===== config.mk =====
export PLATFORM = sky130hd
export DESIGN_NAME = mcpnr_serial_tx
export DESIGN_NICKNAME = d
export VERILOG_FILES = /design/src/rtl/mcpnr_serial_pkg.sv /design/src/rtl/mcpnr_tick_counter.sv /design/src/rtl/mcpnr_serial_tx.sv
export SDC_FILE = /design/constraint.sdc
export NUM_CORES = 1
export LEC_CHECK = 0
export CAP_MARGIN = 5
export CELL_PAD_IN_SITES_DETAIL_PLACEMENT = 1
export CELL_PAD_IN_SITES_GLOBAL_PLACEMENT = 2
export CORE_AREA = 5 5 59 61
export CTS_CLUSTER_DIAMETER = 200
export DETAILED_ROUTE_END_ITERATION = 6
export DIE_AREA = 0 0 64 66
export PLACE_DENSITY = 0.84
export SLEW_MARGIN = 40
export SYNTH_ARGS = -nofsm -noshare
export SYNTH_HDL_FRONTEND = slang
export SYNTH_SLANG_ARGS = --single-unit

===== constraint.sdc =====
create_clock -name clk -period 2.05 [get_ports clk]
set_input_delay 0.3075 -clock clk [delete_from_list [all_inputs] [get_ports clk]]
set_output_delay 0.3075 -clock clk [all_outputs]
set_load 0.02 [all_outputs]

===== src/rtl/mcpnr_serial_pkg.sv =====
// Shared definitions for the one-wire redstone serial link (transmitter and future receiver).
// Line polarity: the line idles low and a frame opens with a high start bit.
package mcpnr_serial_pkg;

  typedef enum logic [2:0] {
    IDLE,
    START,
    DATA,
    PAR,
    STOP
  } state_e;

  localparam logic LINE_IDLE = 1'b0;
  localparam logic START_BIT = 1'b1;
  localparam logic STOP_BIT  = 1'b0;

  // Counter/index width that stays at least one bit even for a count of 1.
  function automatic int cnt_width(input int n);
    return (n > 1) ? $clog2(n) : 1;
  endfunction

endpackage


===== src/rtl/mcpnr_tick_counter.sv =====
// Bit-period timer: counts 0..TICKS-1 and flags the last cycle of each bit period.
// Holding clr keeps the count at zero so a new period starts cleanly.
module mcpnr_tick_counter
  import mcpnr_serial_pkg::*;
#(
  parameter int TICKS = 4
) (
  input  logic clk,
  input  logic rst_n,
  input  logic clr,
  output logic tick_o
);

  localparam int CNT_W = cnt_width(TICKS);
  localparam logic [CNT_W-1:0] LAST = CNT_W'(TICKS - 1);

  logic [CNT_W-1:0] cnt;

  always_ff @(posedge clk or negedge rst_n) begin
    if (!rst_n) begin
      cnt <= '0;
    end else if (clr || tick_o) begin
      cnt <= '0;
    end else begin
      cnt <= cnt + CNT_W'(1);
    end
  end

  assign tick_o = (cnt == LAST);

endmodule


===== src/rtl/mcpnr_serial_tx.sv =====
// Bit-serial transmitter: start bit, WIDTH data bits LSB first, optional even parity, stop bit.
// Each bit is held TICKS_PER_BIT cycles so that slow redstone repeaters can settle.
module mcpnr_serial_tx
  import mcpnr_serial_pkg::*;
#(
  parameter int WIDTH         = 8,
  parameter int TICKS_PER_BIT = 4,
  parameter int PARITY        = 0
) (
  input  logic             clk,
  input  logic             rst_n,
  input  logic [WIDTH-1:0] data_i,
  input  logic             valid_i,
  output logic             ready_o,
  output logic             tx_o,
  output logic             busy_o
);

  localparam int IDX_W = cnt_width(WIDTH);
  localparam logic [IDX_W-1:0] LAST_IDX = IDX_W'(WIDTH - 1);

  state_e           state;
  logic [WIDTH-1:0] shreg;
  logic [WIDTH-1:0] shreg_nxt;
  logic [IDX_W-1:0] idx;
  logic             par_bit;
  logic             tick;

  function automatic logic even_parity(input logic [WIDTH-1:0] w);
    return ^w;
  endfunction

  // The bit timer restarts on every slot change: it is held clear in IDLE and
  // wraps on its own terminal tick, which is exactly when the FSM moves on.
  mcpnr_tick_counter #(
    .TICKS(TICKS_PER_BIT)
  ) u_tick (
    .clk   (clk),
    .rst_n (rst_n),
    .clr   (state == IDLE),
    .tick_o(tick)
  );

  assign shreg_nxt = shreg >> 1;
  assign ready_o   = (state == IDLE);
  assign busy_o    = (state != IDLE);

  // tx_o is loaded with the value of the slot being entered, so the line
  // changes on the same edge as the state and never depends on inputs directly.
  always_ff @(posedge clk or negedge rst_n) begin
    if (!rst_n) begin
      state   <= IDLE;
      shreg   <= '0;
      idx     <= '0;
      par_bit <= 1'b0;
      tx_o    <= LINE_IDLE;
    end else begin
      case (state)
        IDLE: begin
          if (valid_i) begin
            shreg   <= data_i;
            par_bit <= even_parity(data_i);
            idx     <= '0;
            tx_o    <= START_BIT;
            state   <= START;
          end
        end
        START: begin
          if (tick) begin
            idx   <= '0;
            tx_o  <= shreg[0];
            state <= DATA;
          end
        end
        DATA: begin
          if (tick) begin
            if (idx == LAST_IDX) begin
              if (PARITY != 0) begin
                tx_o  <= par_bit;
                state <= PAR;
              end else begin
                tx_o  <= STOP_BIT;
                state <= STOP;
              end
            end else begin
              shreg <= shreg_nxt;
              idx   <= idx + IDX_W'(1);
              tx_o  <= shreg_nxt[0];
            end
          end
        end
        PAR: begin
          if (tick) begin
            tx_o  <= STOP_BIT;
            state <= STOP;
          end
        end
        STOP: begin
          if (tick) begin
            tx_o  <= LINE_IDLE;
            state <= IDLE;
          end
        end
        default: begin
          tx_o  <= LINE_IDLE;
          state <= IDLE;
        end
      endcase
    end
  end

endmodule


# Yosys cells after proc, flatten, opt, wreduce, memory -nomap -nowiden
# Index checks and enable logic that the tools add are counted.
dict set report totals {
  register_bits 17
  latch_bits 0
  mem_bits_rw 0
  mem_bits_ro 0
  inputBits 11
  output_inout_bits 3
  elab_cells 53
  n_memories 0
}
dict set report classes {
  addsub 2
  multipliers 0
  n_div 0
  magnitude_cmp 0
  n_eq_ne 14
  shifts 0
  muxes 22
  bitwise 0
  reduce_logical 10
}
# op count
set op_table {}
lappend op_table {{two-way mux 3 bit} 9}
lappend op_table {{two-way mux 8 bit} 3}
lappend op_table {{case mux 8 bit (2 select lines)} 1}
lappend op_table {{case mux 3 bit (5 select lines)} 1}
lappend op_table {{inequality test 2 x 1 -> 1 bit (second input constant)} 5}
lappend op_table {{case mux 3 bit (3 select lines)} 1}
lappend op_table {{AND reduction 4 bit} 2}
lappend op_table {{== test 3 x 2 -> 1 bit (second input constant)} 2}
lappend op_table {{== test 3 bit (second input constant)} 2}
lappend op_table {{inequality test 2 bit (second input constant)} 3}
lappend op_table {{AND reduction 6 bit} 1}
lappend op_table {{nonzero test 3 bit} 2}
lappend op_table {{two-way mux 1 bit} 5}
lappend op_table {{AND reduction 5 bit} 1}
lappend op_table {{case mux 1 bit (4 select lines)} 1}
lappend op_table {{adder 3 x 1 -> 3 bit (second input constant)} 1}
lappend op_table {{== test 3 x 1 -> 1 bit (second input constant)} 1}
lappend op_table {{zero test 3 bit} 1}
lappend op_table {{adder 2 x 1 -> 2 bit (second input constant)} 1}
lappend op_table {{== test 2 bit (second input constant)} 1}
lappend op_table {{two-way mux 2 bit} 1}
lappend op_table {{nonzero test 2 bit} 1}
lappend op_table {{OR reduction 2 bit} 1}
lappend op_table {{logical OR 1 bit} 1}

# Longest topological paths before layout
# Gate-level depths: netlist of run 1.
dict set report logic_depth {
  ltp_word 4
  depth_mapped 5
  ltp_nobuf 5
}

# By module
# A second synthesis of run 1 with hierarchy kept.
dict set report hier_totals {
  hier_cells 81
  area_unflattened_um2 972.2
}
# mod n_inst cells_each area_per_inst_um2 seq_area_each_um2
set by_module_without_submodules {}
lappend by_module_without_submodules {mcpnr_serial_tx 1 76 887.1 375.4}
lappend by_module_without_submodules {mcpnr_tick_counter 1 5 85.1 50.0}

# Worst setup path after synthesis of run 1
# No wires, ideal clock.
dict set report synth_path {
  path_kind {flip-flop to flip-flop}
  start {register idx[0]}
  end {register shreg[0]}
  setup_ns 0.125
  t_arrival_ns 1.699
  required_time_ns 1.925
  setup_slack_ns 0.226
  path_stages_with_launch 6
  path_buffers 0
  synth_period_minus_slack_ns 1.824
  cell_sequence {dfrtp_1 > ha_1 > ha_1 > nand3b_4 > a211oi_4 > mux2_2}
}
dict set report synth_via {
  elab_chain_len 3
}
# element line
set synth_lines {}
lappend synth_lines {{from (decl)} mcpnr_serial_tx.sv:25} ;# logic [IDX_W-1:0] idx;
lappend synth_lines {{from (signal assigned)} mcpnr_serial_tx.sv:87} ;# idx <= idx + IDX_W'(1);
lappend synth_lines {{== test 3 bit} mcpnr_serial_tx.sv:77} ;# if (idx == LAST_IDX) begin
lappend synth_lines {{inequality test 2 bit (no line)} --}
lappend synth_lines {{AND reduction 4 bit (no line)} --}
lappend synth_lines {{to (signal assigned)} mcpnr_serial_tx.sv:61} ;# shreg <= data_i;
lappend synth_lines {{to (signal assigned)} mcpnr_serial_tx.sv:86} ;# shreg <= shreg_nxt;
lappend synth_lines {{to (decl)} mcpnr_serial_tx.sv:23} ;# logic [WIDTH-1:0] shreg;
# Every way passes these cells.
# A chain may end at the register's enable or synchronous reset.

# Final worst setup path of run 1
dict set report layout_path {
  start {register idx[0]}
  end {register shreg[4]}
}
# Same word-level chain as after synthesis.

==> flow_summary.ini, run 1 <==
[floorplan]
die_area_um2 = 4220
fp-row-count = 20
die_x_um = 64
design.core.area_um2 = 2930
pin_count = 14
chipHeight_um = 66
start_util_pct = 32.4

[clock_tree]
cts_tree = yes
cts_setup_buffers = 0
cts_made_buffers = 3
clkLatencyLatePin_ns = 0.28
cts_num_sinks = 17
h-tree-depth = 1
clk_pin_slew_ns = 0.10
root_buffer = clkbuf_4
clock_path_buffers = 2

[sta]
whs_ns = 0.338
tightest_slew_ns = 0.450
finalHoldViolations = 0
fin_crit_sh_pct = 95.1
fin_skew_ns = 0.00665
finalSetupViolCount = 0
slew_viol_final = 0
setup_tns_ns = 0
max_slew_margin_pct = 69.9
min_period_ns = 1.95
rsz0062_at_grt = no
max_freq_mhz = 513

[placed_design]
routabilityCongestion = 0.740
portBuffers = 13
dp_hpwl_mm = 1.42

[worst_setup_path]
cp_data_arrival_time_ns = 2.13
crit_family = adder cells
crit_type = reg2reg
crit_path_frequent_cell = ha_1
slowest_stage = a211oi_4
end_kind = flip-flop
cp_num_buf_inv = 0
cp-start-kind = flip-flop
cpPeakStageDelay_ns = 0.43
path_max_fanout = 8
cp.required_ns = 2.23
cp_cell_sequence = ha_1 > ha_1 > nand3b_4 > a211oi_4 > mux2_2

[global_routing]
grt_pass1_vias = 715
antenna_found_initial = 0
grt_overflow = 0
grt_usage_pct = 9.52
met2_usage_pct = 16.7
grt_max_degree = 18
grtUsageMet1_pct = 11.6
top_usage_layer = met2
use_met3_pct = 1.70
grt_first_pass_wirelength_mm = 3.23

[synth]
ys_seq_area_share_pct = 44.9
ys_seq_elements = 17
syn_avg_cell_area_um2 = 11.7
synthesis.nets = 95
yosys_warnings = 0
synth_cell_types = 26
netlist_instances = 81
netlist_area_um2 = 948

[route]
routed_via_density = 4.95
routed_wl_mm = 1.82
dr.pass1.iters = 4
final_antenna_net_count = 0
first_iter_violations = 1
wire_per_inst_um = 13.7
dr_total_vias = 659
drc_errors = 0

[power_and_ir_drop]
p_seq_share_pct = 38.9
intPower_mw = 0.952
combPwrFrac_pct = 49.3
switchingPower_mw = 0.532
clock_power_share_pct = 11.8
p_leak_nw = 0.506
p_sw_share_pct = 35.8
irDropWorstVdd_mv = 0.621
power_density_nw_per_um2 = 1260

[job]
drv_cap = 0

[final_layout]
nNetsFinal = 115
drive_above_1_share_pct = 31.0
final_core_util_pct = 40.2
filler_cell_count = 331
syn_to_final_growth_pct = 24.0
diodes = 0

[run_status]
outcome = complete, no violations

[min_path]
hold_class = in2async
[sequential cells by signal, indices dropped and copies added, names as in the netlist]
register / count
shreg: 8
state: 3
u_tick.cnt: 2
tx_o: 1
idx: 3
[per-stage QoR]
step / total power, mW / instance area [um^2] / setup WS [ns] / cells
3_5_place_dp: 1.33 / 1140 / 0.0723 / 129
4_1_cts: 1.51 / 1180 / 0.0601 / 133
2_1_floorplan: 1.11 / 948 / 0.226 / 81
6_report: 1.48 / 1180 / 0.100 / 133
3_3_place_gp: 1.30 / 1140 / 0.139 / 129
5_1_grt: 1.61 / 1180 / 0.0181 / 133
[worst paths after layout]
path	start	endpoint	slack, ns	cells after the start
worst max-delay path	idx[0]	shreg[4]	0.10	5
worst min-delay path	rst_n	idx[1]	0.34	2
worst max register to register	idx[0]	shreg[4]	0.10	5
worst min register to register	u_tick.cnt[0]	u_tick.cnt[0]	0.44	1
max in group asynchronous	rst_n	state[1]	1.52	2
min in group clk	u_tick.cnt[0]	u_tick.cnt[0]	0.44	1
[cells in the mapped netlist]
cell type,number,area [um^2]
a31oi_1,1,6.26
mux2i_1,4,40.0
dfrtp_1,17,425
nor2b_1,2,12.5
nand3_1,1,5.00
a211oi_4,1,20.0
nor3_1,2,10.0
nor2_1,4,15.0
o21a_1,1,7.51
a21boi_0,1,7.51
o22ai_1,1,6.26
buf_2,2,10.0
nand3b_1,2,15.0
nand3b_4,1,20.0
buf_6,1,11.3
inv_1,5,18.8
a21oi_1,2,10.0
nand2_1,2,7.51
nand2b_4,1,13.8
mux2_2,16,180
ha_1,3,37.5
nor3b_1,2,15.0
o21ai_0,4,20.0
o32ai_1,1,8.76
a32oi_1,2,17.5
clkbuf_1,2,7.51
[area by class of cell]
class | instances | area (um^2) | area share [%]
clock buffers | 3 | 22.5 | 1.91
clock inverters | 1 | 5.00 | 0.426
inverters | 5 | 18.8 | 1.60
multi-input cells | 54 | 480 | 40.9
flip-flops and latches | 17 | 425 | 36.2
well taps | 33 | 41.3 | 3.51
repair buffers | 20 | 183 | 15.5
[placed cells by master, fill, tap and decap left out, types with 2 or more instances in the layout]
master,count
a21oi_1,2
a32oi_1,2
buf_4,7
clkbuf_4,3
clkdlybuf4s50_1,13
dfrtp_1,17
ha_1,3
inv_1,5
mux2_2,16
mux2i_1,4
nand2_1,2
nand3b_1,2
nor2_1,4
nor2b_1,2
nor3b_1,2
o21ai_0,4
[cells by family (layout without fill, tap and decap cells)]
kind of cell	after synthesis	after routing	synth area share, %
simple gates	17	17	12.0
flops	17	17	44.9
fa+ha+maj	3	3	3.96
mux	20	20	23.2
compound gates	14	14	11.0
buf+inv	10	29	5.01
[power groups by stage]
| stage | combinational, mW | sequential, mW | clock (mW) |
|---|---|---|---|
| final | 0.732 | 0.577 | 0.175 |
| after CTS | 0.748 | 0.580 | 0.183 |
| after floorplan | 0.527 | 0.580 | 0 |
| after global placement | 0.721 | 0.574 | 0 |
| after detailed placement | 0.743 | 0.585 | 0 |
| after global routing | 0.813 | 0.598 | 0.201 |
[what timing repair did]
item | 4_1_cts | 5_1_grt
endpoints found under the setup margin | 2 | 1
pin swaps | 0 | 1
hold buffers | 0 | 0
gates resized for setup | 1 | 0
[layer usage]
layer | share of wire [%] | wire (um)
met1 | 42 | 770
met2 | 54 | 988
met3 | 2.2 | 40
met4 | 1.2 | 21
met5 | 0 | 0
(Power assumes the default switching activity.)
==> run 2, diff against run 1 <==
--- a/config.mk
+++ b/config.mk
@@ -12,8 +12,9 @@
 export CTS_CLUSTER_DIAMETER = 200
 export DETAILED_ROUTE_END_ITERATION = 6
 export DIE_AREA = 0 0 64 66
-export PLACE_DENSITY = 0.84
+export PLACE_DENSITY = 0.85
 export SLEW_MARGIN = 40
 export SYNTH_ARGS = -nofsm -noshare
 export SYNTH_HDL_FRONTEND = slang
+export SYNTH_HIERARCHICAL = 1
 export SYNTH_SLANG_ARGS = --single-unit
==> run 2 against run 1 <==
Net effect:
- worst hold slack worse by 0.0014 ns
- highest routed layer unchanged
- synthesized area up 2.5%
- flip-flop and latch count unchanged
- sequential power up 2%
- sequential share of layout area down 1.0 points
- clock-buffer cell count unchanged
- critical path type unchanged
- clock power about the same
==> flow_summary.ini, run 2 <==
[synth]
synth_cell_types = 32
ys_seq_area_share_pct = 43.8
netlist_area_um2 = 972
synth.area.top_cells = dfrtp_1 44%, mux2_2 9.3%, mux2_4 9.3%
ys_seq_elements = 17
synthesis.nets = 96
async_flop_share_pct = 100
yosys_warnings = 6
synth.largest_area_cell = dfrtp_1
synthFlopType = dfrtp_1
synth_top_cells_by_count = 17 x dfrtp_1, 8 x mux2_2, 6 x inv_1, 6 x mux2_4
yosysMostFrequentCell = dfrtp_1
synth_edf_count = 0
netlist_instances = 81
syn_avg_cell_area_um2 = 12.0
synth_top_area_share_pct = 43.8

[power_and_ir_drop]
irDropWorstVdd_mv = 0.612
p_leak_nw = 0.541
power_density_nw_per_um2 = 1360
finalPower_mw = 1.65

[final_layout]
drive_above_1_share_pct = 29.4
final_core_util_pct = 41.3
filler_cell_count = 327
syn_to_final_growth_pct = 24.5
reg_top3 = shreg x8, idx x3, state x3
layout_common_cells = 17 x dfrtp_1, 12 x clkdlybuf4s50_1, 9 x buf_4
regArea_um2 = 425
multi_input_area_um2 = 493
finalNonFillerCells = 135
fin_area_um2 = 1210
diodes = 0
mostFrequentLayoutCell = dfrtp_1
largest_reg_flops = 8
top_register = shreg
nNetsFinal = 118

[worst_setup_path]
cp_data_arrival_time_ns = 2.11
end_kind = flip-flop
r2r-end = shreg[4]
slowest_stage = dfrtp_1
crit_path_frequent_cell = ha_1
cpPeakStageDelay_ns = 0.41
r2r_slack_ns = 0.12
crit_type = reg2reg
cp.required_ns = 2.22
rr_startpoint = idx[0]
cp_cell_sequence = ha_1 > ha_1 > nand3b_1 > a211oi_4 > buf_4 > mux2_2
ff2ff_path_depth = 6
path_max_fanout = 8
cp-start-kind = flip-flop

[clock_tree]
root_buffer = clkbuf_4
clock_path_buffers = 2
cts_num_sinks = 17
cts_made_buffers = 3
h-tree-depth = 1
cts_tree = yes
clk_pin_slew_ns = 0.10
cts_resized = 0
cts_setup_buffers = 0
clkLatencyLatePin_ns = 0.28
hold_buffers = 0

[route]
final_antenna_net_count = 0
wire_per_inst_um = 15.0
routed_wl_mm = 2.03
routed_via_density = 5.10
drc_errors = 0
first_iter_violations = 18
dr.pass1.iters = 4
dr_total_vias = 689

[global_routing]
grt_usage_pct = 11.1
grt_pass1_vias = 806
grt_max_degree = 18
grt_overflow = 0
grt_first_pass_wirelength_mm = 3.69
antenna_found_initial = 0

[placed_design]
placed_area_um2 = 1180
dp_hpwl_mm = 1.56
routabilityCongestion = 0.738
dp_worst_setup_slack_ns = 0.115
portBuffers = 13
placedCellCount = 131

[sta]
fin_skew_ns = 0.00329
whs_ns = 0.337
max_freq_mhz = 517
setup_ws_ns = 0.116
fin_crit_sh_pct = 94.3
finalSetupViolCount = 0
finalHoldViolations = 0
rsz0062_at_grt = no
tightest_slew_ns = 0.315
min_period_ns = 1.93
slew_viol_final = 0
setup_tns_ns = 0
max_slew_margin_pct = 78.7

[floorplan]
fp-row-count = 20
chipHeight_um = 66
pin_count = 14
die_x_um = 64
design.core.area_um2 = 2930
start_util_pct = 33.2
die_area_um2 = 4220

[job]
drv_cap = 0

[run_status]
outcome = complete, no violations

[min_path]
hold_class = in2async
[run 2: how the worst max path moves through the flow]
| stage | start | end | slack [ns] | cells past startpoint |
|---|---|---|---|---|
| global route | state[1] | busy_o | 0.02 | 3 |
| floorplan | state[0] | busy_o | 0.06 | 3 |
| global placement | idx[0] | shreg[6] | 0.20 | 6 |
| finish | idx[0] | shreg[4] | 0.12 | 6 |
| CTS | state[1] | ready_o | 0.02 | 2 |
| detailed placement | idx[0] | shreg[5] | 0.11 | 6 |
[run 2: kinds of logic (layout without fill, tap and decap cells)]
kind of cell | after synthesis | after routing | synth area share [%]
AO/OA/AOI/OAI | 16 | 16 | 13.4
adder cells (fa/ha/maj) | 4 | 4 | 5.15
buffers and inverters | 11 | 32 | 5.53
flip-flops | 17 | 17 | 43.8
multiplexers | 18 | 18 | 22.7
AND/OR/NAND/NOR | 15 | 15 | 9.52
[run 2: routing by layer]
metal	track usage (%)	routed length (um)	vias to the layer above
li1	-	-	336
met1	13.2	958	341
met5	0	0	-
met2	19.3	989	8
met3	3.06	58	4
met4	3.12	21	0
[run 2: layout make-up]
type	instances	area share [%]
clock buffer	3	1.86
clock inverter	1	0.414
inverter	6	1.86
multi-input combinational	53	40.7
sequential	17	35.2
tap	33	3.41
timing repair buffer	22	16.5
[run 2: where the power goes]
part           switching (mW)  internal (mW)  total, mW  leakage, nW
Clock                   0.104         0.0723      0.176       0.0177
Combinational           0.423          0.465      0.888        0.315
Sequential             0.0910          0.495      0.586        0.208
[run 2: critical path: cells and delay by family (launching register included)]
| family | cells | cell delay, ns |
|---|---|---|
| DFF | 1 | 0.41 |
| and+or+nand+nor | 1 | 0.20 |
| AOI/OAI and AO/OA | 1 | 0.25 |
| muxes | 1 | 0.34 |
| adders and majority gates | 2 | 0.42 |
| buffers and inverters | 1 | 0.20 |
==> run 3, diff against run 2 <==
--- a/config.mk
+++ b/config.mk
@@ -12,6 +12,7 @@
 export CTS_CLUSTER_DIAMETER = 200
 export DETAILED_ROUTE_END_ITERATION = 6
 export DIE_AREA = 0 0 64 66
+export GPL_ROUTABILITY_DRIVEN = 0
 export PLACE_DENSITY = 0.85
 export SLEW_MARGIN = 40
 export SYNTH_ARGS = -nofsm -noshare
==> results of run 3 <==
No change in the layout: final DEF, timing and power equal those of run 2.
==> RTL change, RTL diff (flow settings as in run 3) <==
`TICKS_PER_BIT`: 4 -> 6.
--- a/src/rtl/mcpnr_serial_tx.sv
+++ b/src/rtl/mcpnr_serial_tx.sv
@@ -6,3 +6,3 @@
   parameter int WIDTH         = 8,
-  parameter int TICKS_PER_BIT = 4,
+  parameter int TICKS_PER_BIT = 6,
   parameter int PARITY        = 0
Formal check against the unedited RTL: not equivalent (Yosys sat finds a counterexample within 10 cycles, from zero or initial values and one cycle with rst_n low).
==> RTL change against run 3 <==
Clock power up 26%. Count of clock-buffer cells in the layout up 1. Sequential power up 6.0%. Synthesized area up 6.2%. Setup slack better by 0.012 ns. Clock skew down 0.0020 ns. Wire length up 6.2%. Core utilization up 2.5 points. Sequential cell count up 1. Sequential share of layout area about the same. Total power down 5.8%. Design area up 6.0%.
==> RTL change: results (changes against run 3) <==
ys async rst share 100% (unchanged); nets 127 (+7.6%); WP data arrival between 2 and 2.5 ns; synth top area cells dfrtp_1, mux2_2, mux2_4; R2R setup slack roughly 0.13 ns; share of layout cells above drive strength 1 26.4% (-3.0 points); Synth top cells by count dfrtp_1, mux2_2, inv_1; Total GRT Usage 11.7% (+0.65 points); P_sw 555 µW (-10%); first-pass GRT wire length 3820 µm (+3.4%); reg-to-reg endpoint shreg[0]; CTS-repair resized insts 1 (+1); Post-Place Setup Slack 0.113 ns (-0.00162 ns); CTS Buffer Depth 2 (unchanged); P_leak 0.000569 µW (+5.3%); Largest Register shreg; Warnings, synthesis 6 (unchanged); Mapped Avg Cell Area 11.6 µm² (-3.4%); clk slew on worst S/H paths 0.10 ns (about the same); clk root buf clkbuf_4; number of buffers created by CTS 3 (unchanged); Final HPWL DP 1680 µm (+7.7%); via/cell ratio 5.15 (+0.85%); # H-tree levels 1 (unchanged); Max rail drop VDD 0.562 mV (-8.3%); antenna cells 0 (unchanged); worst reg2reg path depth 6 (unchanged); synthesized net count 105 (+9.4%); status completed; clk_lat worst skew 0.30 ns (+0.02 ns); slew of the pin with the lowest slew margin 0.285 ns (-0.0300 ns); Final Hold Slack 0.323 ns (-0.0138 ns); post-synth cell types 33 (+3.1%); IO buf count 13 (unchanged); antenna violations before repair 0 (unchanged); register area share after synthesis 43.6% (-0.12 points); vias after detailed routing 736 (+6.8%); reg2reg start idx[0]; Critical Path Fanout Max 8 (unchanged); Setup Skew 0.00129 ns (-0.00200 ns); Hold Path Class in -> async; Iter 0 DRT Violations 8 (-10); largest net degree at the start of global routing 19 (+1); Post-Place Cell Area 1240 µm² (+5.5%); Cells after DPL 139 (+6.1%); 1st-pass router iterations 4 (unchanged); vias in the first global route 815 (+1.1%); postcts setup bufs 0 (unchanged); Largest register FFs 8 (unchanged); per-cell routed wire length 15.1 µm (+0.27%)
RTL change: per-layer routing:
metal | vias to the layer above | GRT usage, % | wire length [µm]
met4 | 0 | 7.79 | 60
met1 | 357 | 14.1 | 940
li1 | 363 | - | -
met2 | 11 | 19.0 | 1090
met5 | - | 0 | 0
met3 | 5 | 2.04 | 59
RTL change: worst max path at each step:
stage | startpoint | endpoint | slack [ns] | depth (start not counted)
5_1_grt | idx[0] | shreg[4] | 0.02 | 6
3_3_place_gp | idx[0] | shreg[5] | 0.19 | 6
3_5_place_dp | idx[0] | shreg[0] | 0.11 | 6
6_report | idx[0] | shreg[0] | 0.13 | 6
4_1_cts | state[1] | busy_o | 0.0003 | 4
2_1_floorplan | state[0] | busy_o | 0.16 | 3
RTL change: kinds of logic (layout without fill, tap and decap cells):
group	count (synthesis)	in the layout	synth area share, %
simple gates	18	18	9.58
buf+inv	12	33	5.58
flops	18	18	43.6
mux	18	18	21.3
compound gates	18	18	13.8
fa+ha+maj	5	5	6.06
RTL change: power by group through the flow:
stage                     logic (µW)  clock network, µW  registers [µW]
after detailed placement         726                  0             633
after CTS                        725                233             624
final                            710                222             621
after global routing             790                251             646
after floorplan                  497                  0             621
after global placement           698                  0             616
RTL change: final cells by class:
| type | instances | area (µm²) |
|---|---|---|
| Fill cell | 321 | 1650 |
| Multi-Input combinational cell | 59 | 529 |
| Sequential cell | 18 | 450 |
| Timing Repair Buffer | 22 | 199 |
| Tap cell | 33 | 41.3 |
| Clock buffer | 4 | 36.3 |
| Inverter | 7 | 26.3 |
RTL change: critical path: stages, from the launching register on:
cell,delay (ns)
dfrtp_1,0.41
ha_1,0.23
ha_1,0.20
nand3b_1,0.20
a211oi_4,0.24
buf_4,0.19
mux2_2,0.34
